[config.mk]
export PLATFORM = sky130hd
export DESIGN_NAME = io_2to1
export DESIGN_NICKNAME = d
export VERILOG_FILES = /design/src/rtl/io_2to1_pkg.sv /design/src/rtl/io_2to1_src.sv /design/src/rtl/io_2to1.sv
export SDC_FILE = /design/constraint.sdc
export NUM_CORES = 1
export LEC_CHECK = 0
export ABC_AREA = 1
export CORE_MARGIN = 1
export CORE_UTILIZATION = 40
export DETAILED_ROUTE_END_ITERATION = 16
export PLACE_DENSITY = 0.68
export SLEW_MARGIN = 10
export SYNTH_ARGS = -nofsm -noshare
export SYNTH_HDL_FRONTEND = slang
export SYNTH_HIERARCHICAL = 1
export SYNTH_SLANG_ARGS = --single-unit
export TNS_END_PERCENT = 1
[constraint.sdc]
create_clock -name clk_i -period 1.15 [get_ports clk_i]
set_input_delay 0.345 -clock clk_i [delete_from_list [all_inputs] [get_ports clk_i]]
set_output_delay 0.345 -clock clk_i [all_outputs]
set_load 0.02 [all_outputs]
[src/rtl/io_2to1_pkg.sv]
// Shared widths, FSM state encodings and the redundancy fold for the 2-to-1 merge harness.
package io_2to1_pkg;

    localparam int NS_ADDRESS_SIZE = 8;
    localparam int NS_DATA_SIZE    = 8;
    localparam int NS_REDUN_SIZE   = 4;

    typedef enum logic [2:0] {
        SRC_IDLE,
        SRC_DST,
        SRC_DAT,
        SRC_RED,
        SRC_REQ
    } src_state_e;

    typedef enum logic [2:0] {
        SNK_WAIT,
        SNK_LATCH,
        SNK_CALC,
        SNK_CHECK,
        SNK_ACK
    } snk_state_e;

    // XOR-folds {src,dst,dat} onto rsz bits: bit p of the concatenation lands on bit p mod rsz.
    function automatic logic [31:0] calc_redun(input logic [31:0] src, input logic [31:0] dst,
                                               input logic [31:0] dat, input int asz,
                                               input int dsz, input int rsz);
        logic [31:0] r;
        r = '0;
        for (int i = 0; i < 32; i++) begin
            if (i < dsz) r[5'(i % rsz)]               ^= dat[i];
            if (i < asz) r[5'((i + dsz) % rsz)]       ^= dst[i];
            if (i < asz) r[5'((i + dsz + asz) % rsz)] ^= src[i];
        end
        return r;
    endfunction

endpackage

[src/rtl/io_2to1_src.sv]
// One message source: stamps src, walks dst through [MIN,MAX], sends a 4-bit counter as data.
// Four-phase req/ack; fields are stable whenever req_o is high.
module io_2to1_src
    import io_2to1_pkg::*;
#(
    parameter int SRC_ADDR = 9,
    parameter int MIN_ADDR = 1,
    parameter int MAX_ADDR = 1,
    parameter int ASZ      = NS_ADDRESS_SIZE,
    parameter int DSZ      = NS_DATA_SIZE,
    parameter int RSZ      = NS_REDUN_SIZE
) (
    input  logic           clk_i,
    input  logic           reset_i,
    output logic [ASZ-1:0] src_o,
    output logic [ASZ-1:0] dst_o,
    output logic [DSZ-1:0] dat_o,
    output logic [RSZ-1:0] red_o,
    output logic           req_o,
    input  logic           ack_i
);

    src_state_e     state_q;
    logic [ASZ-1:0] src_q;
    logic [ASZ-1:0] dst_q;
    logic [ASZ-1:0] dst_d;
    logic [DSZ-1:0] dat_q;
    logic [RSZ-1:0] red_q;
    logic [3:0]     cnt_q;
    logic           req_q;

    always_comb begin
        dst_d = (dst_q >= ASZ'(MAX_ADDR)) ? ASZ'(MIN_ADDR) : dst_q + 1'b1;
    end

    always_ff @(posedge clk_i) begin
        if (!reset_i) begin
            state_q <= SRC_IDLE;
            src_q   <= ASZ'(SRC_ADDR);
            dst_q   <= ASZ'(MIN_ADDR);
            dat_q   <= '0;
            red_q   <= '0;
            cnt_q   <= '0;
            req_q   <= 1'b0;
        end else begin
            case (state_q)
                // A held-high ack from the previous handshake keeps the source parked here.
                SRC_IDLE: if (!req_q && !ack_i) state_q <= SRC_DST;
                SRC_DST: begin
                    dst_q   <= dst_d;
                    state_q <= SRC_DAT;
                end
                SRC_DAT: begin
                    dat_q   <= DSZ'(cnt_q);
                    cnt_q   <= cnt_q + 4'd1;
                    state_q <= SRC_RED;
                end
                SRC_RED: begin
                    red_q   <= RSZ'(calc_redun(32'(src_q), 32'(dst_q), 32'(dat_q), ASZ, DSZ, RSZ));
                    req_q   <= 1'b1;
                    state_q <= SRC_REQ;
                end
                SRC_REQ: begin
                    if (ack_i) begin
                        req_q   <= 1'b0;
                        state_q <= SRC_IDLE;
                    end
                end
                default: state_q <= SRC_IDLE;
            endcase
        end
    end

    assign src_o = src_q;
    assign dst_o = dst_q;
    assign dat_o = dat_q;
    assign red_o = red_q;
    assign req_o = req_q;

endmodule

[src/rtl/io_2to1.sv]
// Harness around a 2-to-1 merge node: two sources drive the DUT, an inline sink checks its output.
// Sink acks 4 cycles after seeing req; errors are sticky on dbg_leds until reset.
module io_2to1
    import io_2to1_pkg::*;
#(
    parameter int MIN_ADDR  = 1,
    parameter int MAX_ADDR  = 1,
    parameter int SRC0_ADDR = 9,
    parameter int SRC1_ADDR = 10,
    parameter int ASZ       = NS_ADDRESS_SIZE,
    parameter int DSZ       = NS_DATA_SIZE,
    parameter int RSZ       = NS_REDUN_SIZE
) (
    input  logic           clk_i,
    input  logic           reset_i,
    output logic [ASZ-1:0] o0_src_o,
    output logic [ASZ-1:0] o0_dst_o,
    output logic [DSZ-1:0] o0_dat_o,
    output logic [RSZ-1:0] o0_red_o,
    output logic           o0_req_o,
    input  logic           o0_ack_i,
    output logic [ASZ-1:0] o1_src_o,
    output logic [ASZ-1:0] o1_dst_o,
    output logic [DSZ-1:0] o1_dat_o,
    output logic [RSZ-1:0] o1_red_o,
    output logic           o1_req_o,
    input  logic           o1_ack_i,
    input  logic [ASZ-1:0] i0_src_i,
    input  logic [ASZ-1:0] i0_dst_i,
    input  logic [DSZ-1:0] i0_dat_i,
    input  logic [RSZ-1:0] i0_red_i,
    input  logic           i0_req_i,
    output logic           i0_ack_o,
    output logic [3:0]     dbg_leds_o,
    output logic [3:0]     dbg_disp0_o,
    output logic [3:0]     dbg_disp1_o
);

    io_2to1_src #(
        .SRC_ADDR(SRC0_ADDR), .MIN_ADDR(MIN_ADDR), .MAX_ADDR(MAX_ADDR),
        .ASZ(ASZ), .DSZ(DSZ), .RSZ(RSZ)
    ) u_src0 (
        .clk_i(clk_i), .reset_i(reset_i),
        .src_o(o0_src_o), .dst_o(o0_dst_o), .dat_o(o0_dat_o), .red_o(o0_red_o),
        .req_o(o0_req_o), .ack_i(o0_ack_i)
    );

    io_2to1_src #(
        .SRC_ADDR(SRC1_ADDR), .MIN_ADDR(MIN_ADDR), .MAX_ADDR(MAX_ADDR),
        .ASZ(ASZ), .DSZ(DSZ), .RSZ(RSZ)
    ) u_src1 (
        .clk_i(clk_i), .reset_i(reset_i),
        .src_o(o1_src_o), .dst_o(o1_dst_o), .dat_o(o1_dat_o), .red_o(o1_red_o),
        .req_o(o1_req_o), .ack_i(o1_ack_i)
    );

    snk_state_e     snk_state_q;
    logic           ack_q;
    logic [ASZ-1:0] l_src_q;
    logic [ASZ-1:0] l_dst_q;
    logic [DSZ-1:0] l_dat_q;
    logic [RSZ-1:0] l_red_q;
    logic [RSZ-1:0] calc_red_q;
    logic           seen0_q, seen1_q;
    logic [3:0]     last0_q, last1_q;
    logic           seq0_err_q, seq1_err_q, fmt_err_q;

    logic is_src0, is_src1, dst_ok, fmt_bad, seq0_bad, seq1_bad, err_any;

    always_comb begin
        is_src0  = (l_src_q == ASZ'(SRC0_ADDR));
        is_src1  = (l_src_q == ASZ'(SRC1_ADDR));
        dst_ok   = (l_dst_q >= ASZ'(MIN_ADDR)) && (l_dst_q <= ASZ'(MAX_ADDR));
        fmt_bad  = !(is_src0 || is_src1) || !dst_ok || (l_red_q != calc_red_q);
        seq0_bad = is_src0 && seen0_q && (l_dat_q[3:0] != last0_q + 4'd1);
        seq1_bad = is_src1 && seen1_q && (l_dat_q[3:0] != last1_q + 4'd1);
        err_any  = seq0_err_q || seq1_err_q || fmt_err_q;
    end

    always_ff @(posedge clk_i) begin
        if (!reset_i) begin
            snk_state_q <= SNK_WAIT;
            ack_q       <= 1'b0;
            l_src_q     <= '0;
            l_dst_q     <= '0;
            l_dat_q     <= '0;
            l_red_q     <= '0;
            calc_red_q  <= '0;
            seen0_q     <= 1'b0;
            seen1_q     <= 1'b0;
            last0_q     <= '0;
            last1_q     <= '0;
            seq0_err_q  <= 1'b0;
            seq1_err_q  <= 1'b0;
            fmt_err_q   <= 1'b0;
        end else begin
            case (snk_state_q)
                SNK_WAIT: if (i0_req_i && !ack_q) snk_state_q <= SNK_LATCH;
                SNK_LATCH: begin
                    l_src_q     <= i0_src_i;
                    l_dst_q     <= i0_dst_i;
                    l_dat_q     <= i0_dat_i;
                    l_red_q     <= i0_red_i;
                    snk_state_q <= SNK_CALC;
                end
                SNK_CALC: begin
                    calc_red_q  <= RSZ'(calc_redun(32'(l_src_q), 32'(l_dst_q), 32'(l_dat_q),
                                                   ASZ, DSZ, RSZ));
                    snk_state_q <= SNK_CHECK;
                end
                SNK_CHECK: begin
                    // Once any error is latched, further messages are only tracked, not judged.
                    if (!err_any) begin
                        if (fmt_bad) begin
                            fmt_err_q <= 1'b1;
                        end else begin
                            if (seq0_bad) seq0_err_q <= 1'b1;
                            if (seq1_bad) seq1_err_q <= 1'b1;
                        end
                    end
                    if (!fmt_bad && is_src0) begin
                        seen0_q <= 1'b1;
                        last0_q <= l_dat_q[3:0];
                    end
                    if (!fmt_bad && is_src1) begin
                        seen1_q <= 1'b1;
                        last1_q <= l_dat_q[3:0];
                    end
                    ack_q       <= 1'b1;
                    snk_state_q <= SNK_ACK;
                end
                SNK_ACK: begin
                    if (!i0_req_i) begin
                        ack_q       <= 1'b0;
                        snk_state_q <= SNK_WAIT;
                    end
                end
                default: snk_state_q <= SNK_WAIT;
            endcase
        end
    end

    assign i0_ack_o    = ack_q;
    assign dbg_leds_o  = {fmt_err_q, seq1_err_q, seq0_err_q, err_any};
    assign dbg_disp0_o = last0_q;
    assign dbg_disp1_o = last1_q;

endmodule

* Word level (Yosys, flattened, before mapping)
Cells that the tools add are included.
** Operators by class
- Equality and inequality tests :: 23
- Mux-type cells :: 113
- Bitwise operators :: 42
- Reductions and logical operators :: 40
- Add/sub/neg operators :: 6
- Order comparisons :: 4
** Operators with widths (number)
- 1-bit two-way mux :: 99
- 3-bit one-hot mux with 5 select lines :: 3
- 1-bit XOR :: 36
- 8-bit by 1-bit greater-or-equal comparator with 1-bit output, second input constant :: 3
- 3-bit by 2-bit == test with 1-bit output, second input constant :: 6
- 3-bit two-way mux :: 6
- 4-bit by 1-bit adder with 4-bit output, second input constant :: 4
- 8-bit by 1-bit adder with 8-bit output, second input constant :: 2
- 8-bit by 4-bit == test with 1-bit output, second input constant :: 2
- 8-bit two-way mux :: 2
- 2-bit AND reduction :: 8
- 4-bit inequality test :: 3
- 1-bit logical AND :: 10
- 3-bit by 1-bit == test with 1-bit output, second input constant :: 3
- 3-bit == test, second input constant :: 3
- 3-bit logical NOT :: 3
- 8-bit by 1-bit <= comparator with 1-bit output, second input constant :: 1
- 1-bit logical NOT :: 8
- 2-bit inequality test, second input constant :: 4
- 4-bit AND reduction :: 2
- 1-bit NOT :: 6
- 1-bit one-hot mux with 2 select lines :: 3
- 2-bit nonzero test :: 3
- 1-bit logical OR :: 5
- other kinds (2) :: 3
** Storage, ports and cells
- Input port bits :: 33
- Flip-flop bits (word level) :: 97
- Word-level logic and storage cells :: 254
- Output and inout bits :: 71

* Logic depth before layout (Yosys ltp)
- Depth in word-level cells :: 16
- Depth in mapped cells :: 12
- Mapped depth without buffers :: 12

* Modules after synthesis
The synthesis kept the hierarchy.
** By module, submodules not included
- io_2to1 :: times used 1, sequential area each 980.9 µm², cells an instance 361, area an instance 2536.2 µm²
- io_2to1_src :: times used 2, sequential area each 480.5 µm², cells an instance 164, area an instance 1197.4 µm²

* Least setup slack after synthesis
No wires, ideal clock.
- Kind :: register -> register
- From :: register last0_q[0] (netlist: dbg_disp0_o[0])
- To :: register seq0_err_q
- Library setup time :: 128 ps
- Buffers on the path :: 0
- Period minus slack after synthesis :: 1404 ps
- Required time :: 1022 ps
- Cell stages (with the launch flop) :: 10
- Data arrival time :: 1276 ps
- Setup slack :: -254 ps
- Cells stage by stage :: dfxtp_1 > ha_1 > xnor2_1 > nand2_1 > nor2_1 > nand2_1 > nand3_1 > nor2_1 > nor2_1 > nor2_1
** Between the ends
- Cells in the longest elaborated chain, start to end :: 4
** Ends and longest elaborated chain
- start, declared :: RTL line io_2to1.sv:65 : logic [3:0] last0_q, last1_q;
- start signal, assigned :: RTL line io_2to1.sv:123 : last0_q <= l_dat_q[3:0];
- 4-bit by 1-bit adder with 4-bit output :: RTL line io_2to1.sv:75 : seq0_bad = is_src0 && seen0_q && (l_dat_q[3:0] != last0_q + 4'd1);
- 4-bit inequality test :: RTL line io_2to1.sv:75
- 1-bit logical AND :: RTL line io_2to1.sv:75
- 4-bit AND reduction (no line)
- end signal, assigned :: RTL line io_2to1.sv:93 : seq0_err_q <= 1'b0;
- end signal, assigned :: RTL line io_2to1.sv:117 : if (seq0_bad) seq0_err_q <= 1'b1;
- end, declared :: RTL line io_2to1.sv:66 : logic seq0_err_q, seq1_err_q, fmt_err_q;
No other way between the ends.
A chain may end at the register's enable or synchronous reset.

* Final worst setup path
- From :: register seq0_err_q
- To :: output dbg_leds_o[0]
** Between the ends
- Cells in the longest elaborated chain, start to end :: 2
** Ends and longest elaborated chain
- 1-bit logical OR (2 in series) :: RTL line io_2to1.sv:77 : err_any = seq0_err_q || seq1_err_q || fmt_err_q;
- end, declared :: RTL line io_2to1.sv:34 : output logic [3:0] dbg_leds_o,
No other way between the ends.

==> metrics.txt <==
instance count of the mapped netlist=689; yosys warns=6; total area of sequential cells=2022 um^2; final core utilization=59.06%; stage delay of the slowest cell on the critical path=330 ps; Multi-input gate area=2515 um^2; biggest area consumer among synthesized cells=dfxtp_1; worst path bufs/invs=2; CTS hold repair buffers=0; Area contributors post-synth=dfxtp_1 39%, nand2_1 11%, inv_1 7.7%; type of the most critical hold path=input pin to flop; fraction of the cycle the final worst path needs=121.6%; RePlAce Congestion=0.8418; number of DRC violations after detailed routing=0; Port Buffers=79; total wirelength of the detailed-routed design=12090 um; power density of the placed cells=1242 nW/um^2; f_max=0.7148 GHz; most used flip-flop cell after synthesis=dfxtp_1; Pre-antenna DRT Iters=5; count of standard-cell rows=40; setup repair after global routing missed its margin=true; overall die height=113.0 um; x dimension of the die=113.0 um; detailed router's first-iteration violation count=212; routed wirelength normalized by instance count=12.01 um; slowest stage cell on the critical path=dfxtp_2; post-synth design cell area=4931 um^2; Final TNS setup=-3442 ps; Antenna Diode Count=0; Worst Skew=8.135 ps; FF+latch count, synth=97; Post-Synthesis Mean Instance Area=7.157 um^2; synthesis-to-finish area growth=43.87%; initial standard-cell utilization of the core=41.05%; worst setup path category=flop to output pin; number of failing hold endpoints at the final stage=0; first-pass GRT wire length=19760 um; number of placed instances, taps included=987; H-tree level count=3; CTS tree=done; run status=finished with violations; number of top-level pins=104; Max Slew Vio Count=0; standby leakage power=3.308 nW; Worst Setup Slack, final=-249.0 ps; HPWL Detailed=8915 um; most frequent cells in the layout=133 x nand2_1, 94 x inv_1, 92 x buf_4; total die area=12780 um^2; minimum clock period after layout=1399 ps; share of Yosys cell area claimed by the top area cell type=39.38%; Worst setup SP type=flop; via count of the first global-routing pass=4549; antenna violation net count after detailed routing=0; largest driver fanout on the critical path=2; antenna violations before repair=0; final non-filler cell total=1007; final-layout fill cell count=1072; max_cap viols=0; maximum number of pins on one net before global-route repair=58; Root Driver=clkbuf_16; Sink Count=97; overall power after layout=8.809 mW; remaining global-route overflow=0; portion of the post-synthesis area used by sequential elements=39.38%; Post-synth EDFFs=0; count of unique library cells instantiated by Yosys=32; async set or reset register ratio after synthesis=0%; clock-pin transition on the worst setup and hold timing paths=60 ps; Max clock buf depth=2; kind of cell adding the most delay to the critical path=flip-flops; Peak VDD IR=0.9601 mV; overall track demand over capacity in global routing=19.25%; critical path required time=810 ps; crit path capture type=output pin; violations in the final reports=negative setup slack; Arrival @ worst endpoint=1050 ps; Clock Latency Late Sink=350 ps; TritonCTS buffer count=9; share of layout cells above drive strength 1=34.19%; placeable core area=12010 um^2; series of cell instances along the critical path=nor3_2, inv_1, buf_6; post-DR vias/cell=4.647; total via count after detailed routing=4680; leading cell type in the layout, fill and taps excluded=nand2_1; count of final setup violators=44; number of nets in the layout=898
==> logic make-up after synthesis <==
logic type                 share of synthesized area, %
AOI/OAI and AO/OA                                 11.44
xor gates and xnor gates                          4.618
adders and majority gates                         2.537
buffers and inverters                             15.20
DFF                                               39.38
other                                            0.3044
and+or+nand+nor                                   26.52
==> area by class of cell <==
cell class	instances	share of cell area, %
Inverter	113	6.049
Tap cell	147	2.593
Timing Repair Buffer	179	23.16
Clock buffer	9	3.175
Clock inverter	7	1.076
Multi-Input combinational cell	455	35.45
Sequential cell	97	28.50
==> through the flow <==
step	hold slack, ps	setup slack [ps]	area [um^2]
2_1_floorplan	436.2	-96.62	5046
3_5_place_dp	456.5	-385.0	6461
5_1_grt	415.5	-324.5	7094
3_3_place_gp	443.7	-329.1	6461
6_report	400.2	-249.0	7094
4_1_cts	410.7	-250.4	6933
==> routing by layer <==
layer | vias up | GRT usage [%] | share of wire [%]
met3 | 17 | 3.856 | 4.5
met5 | - | 0 | 0
met1 | 2129 | 21.84 | 42
met4 | 0 | 6.667 | 1.4
met2 | 88 | 35.71 | 52
li1 | 2446 | - | -
==> power by group <==
| group | switching [mW] | total (mW) | internal (mW) |
|---|---|---|---|
| combinational | 1.06 | 2.02 | 0.960 |
| clock | 1.34 | 3.04 | 1.70 |
| sequential | 0.180 | 3.75 | 3.57 |
==> worst register-to-register path, cell delays in order, from the launching register on <==
cell,delay [ps]
dfxtp_1,320
inv_1,70
nand2_1,90
nor2_4,170
nand2_4,110
inv_1,150
nand4_4,150
nand2_1,90
nand2_1,50
nor2_1,100
==> path summary, 6_finish.rpt <==
check                                start         endpoint  slack [ps]  cells past startpoint
worst max register to register  l_src_q[4]   dbg_disp0_o[1]        -200                      9
worst min register to register  l_dat_q[7]       l_dat_q[7]         460                      2
worst max-delay path            seq0_err_q    dbg_leds_o[0]        -250                      3
worst min-delay path               reset_i  u_src0/cnt_q[3]         400                      3
==> sequential cells by signal, indices dropped and copies added, names as in the netlist, 4 cells and up <==
name and cells:
u_src0/red_o 4, l_red_q 4, u_src1/dst_o 8, u_src1/red_o 4
u_src0/dat_o 4, u_src1/cnt_q 4, l_src_q 8, calc_red_q 4
l_dst_q 8, dbg_disp1_o 4, u_src0/cnt_q 4, l_dat_q 8
u_src0/dst_o 8, u_src1/dat_o 4, dbg_disp0_o 4
==> what timing repair did <==
action                                 in CTS  in global routing
cloned                                      0                  2
gates resized for setup                   343                 56
endpoints found under the hold margin       0                  0
setup endpoints to repair                  78                103
setup buffers                               1                  1
pin swaps                                  11                 10
==> Yosys cell counts (6+ instances only) <==
cell	count
nand2_1	138
inv_1	101
dfxtp_1	97
nor2_1	72
a21oi_1	61
o21ai_0	38
buf_4	31
nand3_1	30
xnor2_1	14
xor2_1	12
nor3_1	11
ha_1	10
inv_2	10
nand4_1	8
buf_2	7
nand2_2	6
Note: power is estimated with default switching activity, not from simulation.
